File: config.mk
export PLATFORM = sky130hd
export DESIGN_NAME = instr_mem_loader
export DESIGN_NICKNAME = d
export VERILOG_FILES = /design/src/rtl/instr_loader_pkg.sv /design/src/rtl/byte_packer.sv /design/src/rtl/instr_mem_loader.sv
export SDC_FILE = /design/constraint.sdc
export NUM_CORES = 1
export LEC_CHECK = 0
export BUFFER_PORTS_ARGS = -buffer_cell sky130_fd_sc_hd__buf_2
export CELL_PAD_IN_SITES_DETAIL_PLACEMENT = 1
export CELL_PAD_IN_SITES_GLOBAL_PLACEMENT = 1
export CORE_ASPECT_RATIO = 0.5
export CORE_MARGIN = 3
export CORE_UTILIZATION = 40
export DETAILED_ROUTE_END_ITERATION = 16
export GPL_ROUTABILITY_DRIVEN = 0
export HOLD_SLACK_MARGIN = 0.15
export PLACE_DENSITY = 0.9
export RECOVER_POWER = 25
export SLEW_MARGIN = 30
export SYNTH_ARGS = -nofsm -noshare
export SYNTH_HDL_FRONTEND = slang
export SYNTH_SLANG_ARGS = --single-unit
File: constraint.sdc
create_clock -name CLK -period 3.7 [get_ports CLK]
set_input_delay 0.555 -clock CLK [delete_from_list [all_inputs] [get_ports CLK]]
set_output_delay 0.555 -clock CLK [all_outputs]
set_load 0.01 [all_outputs]
File: src/rtl/instr_loader_pkg.sv
// Shared types and constants for the instruction memory loader.
// The checksum state exists only when LOADER_CHECKSUM_EN is defined.
package instr_loader_pkg;

    localparam int HDR_BYTES  = 2;
    localparam int WORD_BYTES = 4;
    localparam int CHK_W      = 8;

`ifdef LOADER_CHECKSUM_EN
    typedef enum logic [2:0] {
        ST_IDLE   = 3'd0,
        ST_HDR_LO = 3'd1,
        ST_HDR_HI = 3'd2,
        ST_DATA   = 3'd3,
        ST_WRITE  = 3'd4,
        ST_CHK    = 3'd5,
        ST_FIN    = 3'd6
    } loader_state_t;
`else
    typedef enum logic [2:0] {
        ST_IDLE   = 3'd0,
        ST_HDR_LO = 3'd1,
        ST_HDR_HI = 3'd2,
        ST_DATA   = 3'd3,
        ST_WRITE  = 3'd4,
        ST_FIN    = 3'd6
    } loader_state_t;
`endif

    // Byte address of word idx; wraps modulo 2^64.
    function automatic logic [63:0] word_addr(input logic [63:0] base, input logic [15:0] idx);
        return base + {46'd0, idx, 2'b00};
    endfunction

endpackage

File: src/rtl/byte_packer.sv
// Packs four little-endian stream bytes into one 32-bit word.
module byte_packer
    import instr_loader_pkg::*;
(
    input  logic        clk,
    input  logic        rst_n,
    input  logic        clr,
    input  logic        byte_en,
    input  logic [7:0]  byte_in,
    output logic        word_full,
    output logic [31:0] word
);

    logic [1:0]  cnt_q, cnt_d;
    logic [31:0] sh_q, sh_d;

    // word/word_full describe the word completed by the byte accepted this cycle
    assign word      = {byte_in, sh_q[31:8]};
    assign word_full = byte_en && (cnt_q == 2'(WORD_BYTES - 1));

    // Next-state for the byte counter and shift register
    always_comb begin
        cnt_d = cnt_q;
        sh_d  = sh_q;
        if (clr) begin
            cnt_d = 2'd0;
            sh_d  = 32'd0;
        end else if (byte_en) begin
            cnt_d = cnt_q + 2'd1;
            sh_d  = {byte_in, sh_q[31:8]};
        end else begin
            cnt_d = cnt_q;
        end
    end

    // Counter and shift register flops
    always_ff @(posedge clk) begin
        if (!rst_n) begin
            cnt_q <= 2'd0;
            sh_q  <= 32'd0;
        end else begin
            cnt_q <= cnt_d;
            sh_q  <= sh_d;
        end
    end

endmodule

File: src/rtl/instr_mem_loader.sv
// Streams header/payload bytes into Memoria32 while holding the CPU in reset.
// Optional trailing checksum byte enabled by LOADER_CHECKSUM_EN.
module instr_mem_loader
    import instr_loader_pkg::*;
#(
    parameter logic [63:0] BASE_ADDR = 64'd0,
    parameter int          MAX_WORDS = 1024
) (
    input  logic        CLK,
    input  logic        RST,
    input  logic        LOAD_START,
    input  logic [7:0]  BYTE_IN,
    input  logic        BYTE_VALID,
    output logic        BYTE_READY,
    output logic [63:0] MEM_WADDR,
    output logic [31:0] MEM_DATAIN,
    output logic        MEM_WR,
    output logic        CPU_HOLD,
    output logic        DONE,
    output logic        ERR
);

    localparam logic [16:0] MAX_W = 17'(MAX_WORDS);

    loader_state_t state_q, state_d;
    logic [15:0]   count_q, count_d;
    logic [15:0]   idx_q, idx_d;
    logic [63:0]   waddr_q, waddr_d;
    logic [31:0]   datain_q, datain_d;
    logic          wr_q, wr_d;
    logic          ready_q, ready_d;
    logic          hold_q, hold_d;
    logic          done_q, done_d;
    logic          err_q, err_d;
    logic          accept_s;
    logic          pk_clr_s;
    logic          pk_full_s;
    logic [31:0]   pk_word_s;
    logic [15:0]   hdr_n_s;
`ifdef LOADER_CHECKSUM_EN
    logic [CHK_W-1:0] chk_q, chk_d;
`endif

    assign accept_s = ready_q && BYTE_VALID;
    assign hdr_n_s  = {BYTE_IN, count_q[7:0]};

    byte_packer u_packer (
        .clk       (CLK),
        .rst_n     (RST),
        .clr       (pk_clr_s),
        .byte_en   (accept_s && (state_q == ST_DATA)),
        .byte_in   (BYTE_IN),
        .word_full (pk_full_s),
        .word      (pk_word_s)
    );

    // Next-state and registered-output logic; outputs are derived from state_d
    always_comb begin
        state_d  = state_q;
        count_d  = count_q;
        idx_d    = idx_q;
        waddr_d  = waddr_q;
        datain_d = datain_q;
        err_d    = err_q;
        pk_clr_s = 1'b0;
`ifdef LOADER_CHECKSUM_EN
        chk_d    = chk_q;
`endif
        case (state_q)
            ST_IDLE: begin
                if (LOAD_START) begin
                    state_d  = ST_HDR_LO;
                    err_d    = 1'b0;
                    idx_d    = 16'd0;
                    count_d  = 16'd0;
                    pk_clr_s = 1'b1;
`ifdef LOADER_CHECKSUM_EN
                    chk_d    = '0;
`endif
                end else begin
                    state_d = ST_IDLE;
                end
            end
            ST_HDR_LO: begin
                if (accept_s) begin
                    count_d[7:0] = BYTE_IN;
                    state_d      = ST_HDR_HI;
                end else begin
                    state_d = ST_HDR_LO;
                end
            end
            ST_HDR_HI: begin
                if (accept_s) begin
                    count_d = hdr_n_s;
                    if ((hdr_n_s == 16'd0) || ({1'b0, hdr_n_s} > MAX_W)) begin
                        err_d   = 1'b1;
                        state_d = ST_IDLE;
                    end else begin
                        state_d = ST_DATA;
                    end
                end else begin
                    state_d = ST_HDR_HI;
                end
            end
            ST_DATA: begin
`ifdef LOADER_CHECKSUM_EN
                if (accept_s) begin
                    chk_d = chk_q ^ BYTE_IN;
                end else begin
                    chk_d = chk_q;
                end
`endif
                if (pk_full_s) begin
                    state_d  = ST_WRITE;
                    waddr_d  = word_addr(BASE_ADDR, idx_q);
                    datain_d = pk_word_s;
                end else begin
                    state_d = ST_DATA;
                end
            end
            ST_WRITE: begin
                idx_d = idx_q + 16'd1;
                if (({1'b0, idx_q} + 17'd1) < {1'b0, count_q}) begin
                    state_d = ST_DATA;
                end else begin
`ifdef LOADER_CHECKSUM_EN
                    state_d = ST_CHK;
`else
                    state_d = ST_FIN;
`endif
                end
            end
`ifdef LOADER_CHECKSUM_EN
            ST_CHK: begin
                if (accept_s) begin
                    if (BYTE_IN == chk_q) begin
                        state_d = ST_FIN;
                    end else begin
                        err_d   = 1'b1;
                        state_d = ST_IDLE;
                    end
                end else begin
                    state_d = ST_CHK;
                end
            end
`endif
            ST_FIN: begin
                state_d = ST_IDLE;
            end
            default: begin
                state_d = ST_IDLE;
            end
        endcase

        wr_d    = (state_d == ST_WRITE);
        done_d  = (state_d == ST_FIN);
        hold_d  = (state_d != ST_IDLE);
`ifdef LOADER_CHECKSUM_EN
        ready_d = (state_d == ST_HDR_LO) || (state_d == ST_HDR_HI) ||
                  (state_d == ST_DATA)   || (state_d == ST_CHK);
`else
        ready_d = (state_d == ST_HDR_LO) || (state_d == ST_HDR_HI) ||
                  (state_d == ST_DATA);
`endif
    end

    // State and output registers
    always_ff @(posedge CLK) begin
        if (!RST) begin
            state_q  <= ST_IDLE;
            count_q  <= 16'd0;
            idx_q    <= 16'd0;
            waddr_q  <= BASE_ADDR;
            datain_q <= 32'd0;
            wr_q     <= 1'b0;
            ready_q  <= 1'b0;
            hold_q   <= 1'b0;
            done_q   <= 1'b0;
            err_q    <= 1'b0;
`ifdef LOADER_CHECKSUM_EN
            chk_q    <= '0;
`endif
        end else begin
            state_q  <= state_d;
            count_q  <= count_d;
            idx_q    <= idx_d;
            waddr_q  <= waddr_d;
            datain_q <= datain_d;
            wr_q     <= wr_d;
            ready_q  <= ready_d;
            hold_q   <= hold_d;
            done_q   <= done_d;
            err_q    <= err_d;
`ifdef LOADER_CHECKSUM_EN
            chk_q    <= chk_d;
`endif
        end
    end

    assign BYTE_READY = ready_q;
    assign MEM_WADDR  = waddr_q;
    assign MEM_DATAIN = datain_q;
    assign MEM_WR     = wr_q;
    assign CPU_HOLD   = hold_q;
    assign DONE       = done_q;
    assign ERR        = err_q;

endmodule

==> results.md <==
- Status: complete, no violations
- Most common library cells after synthesis: 165 x nand2_1, 114 x dfxtp_1, 102 x a21oi_1
- Clk buf depth: 2
- Final Skew: 0.0143 ns
- Height of the die: 87.0 um
- Simple-gate area share of the yosys netlist: 20.6%
- Post-synthesis cell area: 0.00525 sq mm
- Worst skew pair latency: 0.42 ns
- Die W: 168 um
- First-pass GRT wire length: 25.3 mm
- CTS buffer count: 17
- Worst-Margin Slew: 0.849 ns
- Max Freq: 282 MHz
- Max IR drop VDD: 0.250 mV
- Remaining Overflow, GRT: 0
- Hpwl dp: 9.62 mm
- Number of diodes: 0
- Leakage: 2.26 nW
- Max Cap Viol: 0
- Max-slew violations: 0
- FF+latch area: 0.00228 sq mm
- Synth Area in XOR/XNOR: 2.67%
- Minimum clock period: 3.55 ns
- Largest net degree at the start of global routing: 51
- Yosys top cell area share: 43.5%
- Post-CTS Setup Bufs: 0
- PwrDens: 519 mW/mm^2
- Mapped Cells: 664
- Fin. Hold Viols: 0
- Clk slew on worst S/H paths: 0.06 ns
- Primary FF master, synth: dfxtp_1
- Ports: 113
- Core area: 0.0123 sq mm
- Clk root buf: clkbuf_16
- Critical path endpoint category: flop
- WS Path Type: reg2reg
- Most area-consuming cells after synthesis: dfxtp_1 43%, nand2_1 12%, a21oi_1 9.7%, buf_4 6.9%, ha_1 4.1%
- Synth Area in Adders: 4.05%
- DR pass1 iterations: 5
- GRT Total Usage: 21.8%
- Largest family of logic cells by synthesized area: simple AND/OR/NAND/NOR gates
- Mux contribution to synthesized area: 0.191%
- Via density: 5.45
- Setup_tns: 0 ns
- FF+latch count, synth: 114
- Endpoints failing setup: 0
- Max FO, Critical Path: 8
- Synth Area in Compound Gates: 17.5%
- Final nets: 742
- Syn_area_per_cell: 7.91 sq um
- Initial core utilization: 42.7%
- Final Cycle Share: 96.0%
- FFs w/ async S/R, synth: 0%
- Most instantiated library cell after synthesis: nand2_1
- Routed WL: 15.9 mm
- EDFF count, synth: 0
- Slew headroom: 43.1%
- Hold-fix buffers, CTS: 0
- Hold Path Class: in2reg
- Rows: 28
- Full die area: 0.0146 sq mm
- Post-synth top area cell: dfxtp_1
- Average wire per standard cell: 17.8 um
- Sequential area share after synthesis: 43.5%
- Antenna Nets Post-Route: 0
- Yosys cell types: 52
- CTS tree: yes
- H-tree levels: 4
- Multi-input logic area: 0.00256 sq mm
- Tot Pwr: 3.16 mW
- CTS Sinks: 114
- PostCTS Resize Cnt: 1
- Unrepaired setup endpoints after global routing: no
- WP data arrival: 3.81 ns
- DRC errors left: 0
- Vias: 4856
- Critical Path Start Type: flop
- Vias in the first global route: 4871
- Iter 0 DRT Violations: 250
- Share of layout cells above drive strength 1: 9.78%
- Synth warn: 0
- Area delta synth->final: 16.1%
- Layout fillers: 1528
- Antenna violations before repair: 0
- CP Data Required Time: 3.96 ns
- PortBufs: 64
-- worst max-delay path, cell delays in order, from the launching register on --
cell     delay (ns)
dfxtp_1        0.45
ha_2           0.28
nand3_2        0.12
or4_4          0.63
nor2_1         0.23
xor2_1         0.17
ha_1           0.28
a21oi_1        0.16
o21ai_0        0.12
a211o_1        0.35
o41ai_2        0.46
a21oi_1        0.13
-- cells by family after synthesis --
| family | Yosys count |
|---|---|
| simple gates | 252 |
| mux | 1 |
| xor+xnor | 16 |
| other cells | 1 |
| flops | 114 |
| fa+ha+maj | 17 |
| buf+inv | 108 |
| compound gates | 155 |
-- sequential cells by signal (all words and copies together) (netlist names), 2 cells and up --
signal / cells
u_packer.cnt_q: 2
MEM_DATAIN: 32
MEM_WADDR: 16
u_packer.sh_q: 24
idx_q: 16
state_q: 3
count_q: 16
-- placed cells by master, fill, tap and decap left out, types with 4 or more instances in the layout --
cell type / count
nor2_1: 31
clkbuf_16: 17
xor2_1: 7
xnor2_1: 9
nor4_1: 4
ha_1: 16
buf_2: 23
a21oi_1: 102
a21o_1: 5
o21ai_0: 8
dfxtp_1: 114
nor3_1: 13
nand3_1: 15
buf_4: 5
clkbuf_1: 41
inv_1: 20
a311oi_1: 5
conb_1: 48
nand4_1: 4
bufinv_16: 4
a22oi_1: 11
nand2_1: 165
-- metal layers --
layer	wire length, um	global-route usage [%]
met2	7480	37.0
met1	6920	26.5
met4	408	10.3
met3	1070	5.49
met5	0	0
-- power breakdown --
part | internal [mW] | total, mW | switching, mW
Clock | 1.18 | 1.80 | 0.618
Sequential | 1.23 | 1.24 | 0.00750
Combinational | 0.0243 | 0.121 | 0.0963
-- cell type report --
type,instances,area share [%]
multi-input cells,489,41.9
flip-flops and latches,114,37.4
clock buffers,20,7.66
repair buffers,70,5.36
well taps,165,3.39
clock inverters,12,2.92
inverters,21,1.29
-- per-stage QoR --
step	std cells	utilization (%)	cell area, sq um	hold slack (ns)	worst slack [ns]
floorplan	711	-	5430	0.432	0.509
global route	891	49.6	6090	0.408	0.00913
finish	891	49.6	6090	0.418	0.149
CTS	891	50.0	6140	0.405	0.134
detailed placement	859	44.7	5490	0.444	0.188
global placement	859	44.7	5490	0.440	0.354
-- final timing paths --
path	startpoint	to	slack [ns]	cells after the start
hold / removal	RST	idx_q[12]	0.42	2
setup reg to reg	idx_q[0]	state_q[2]	0.15	11
setup / recovery	idx_q[0]	state_q[2]	0.15	11
hold reg to reg	u_packer.sh_q[15]	MEM_DATAIN[7]	0.45	2
Power figures use the tool's default switching activity.
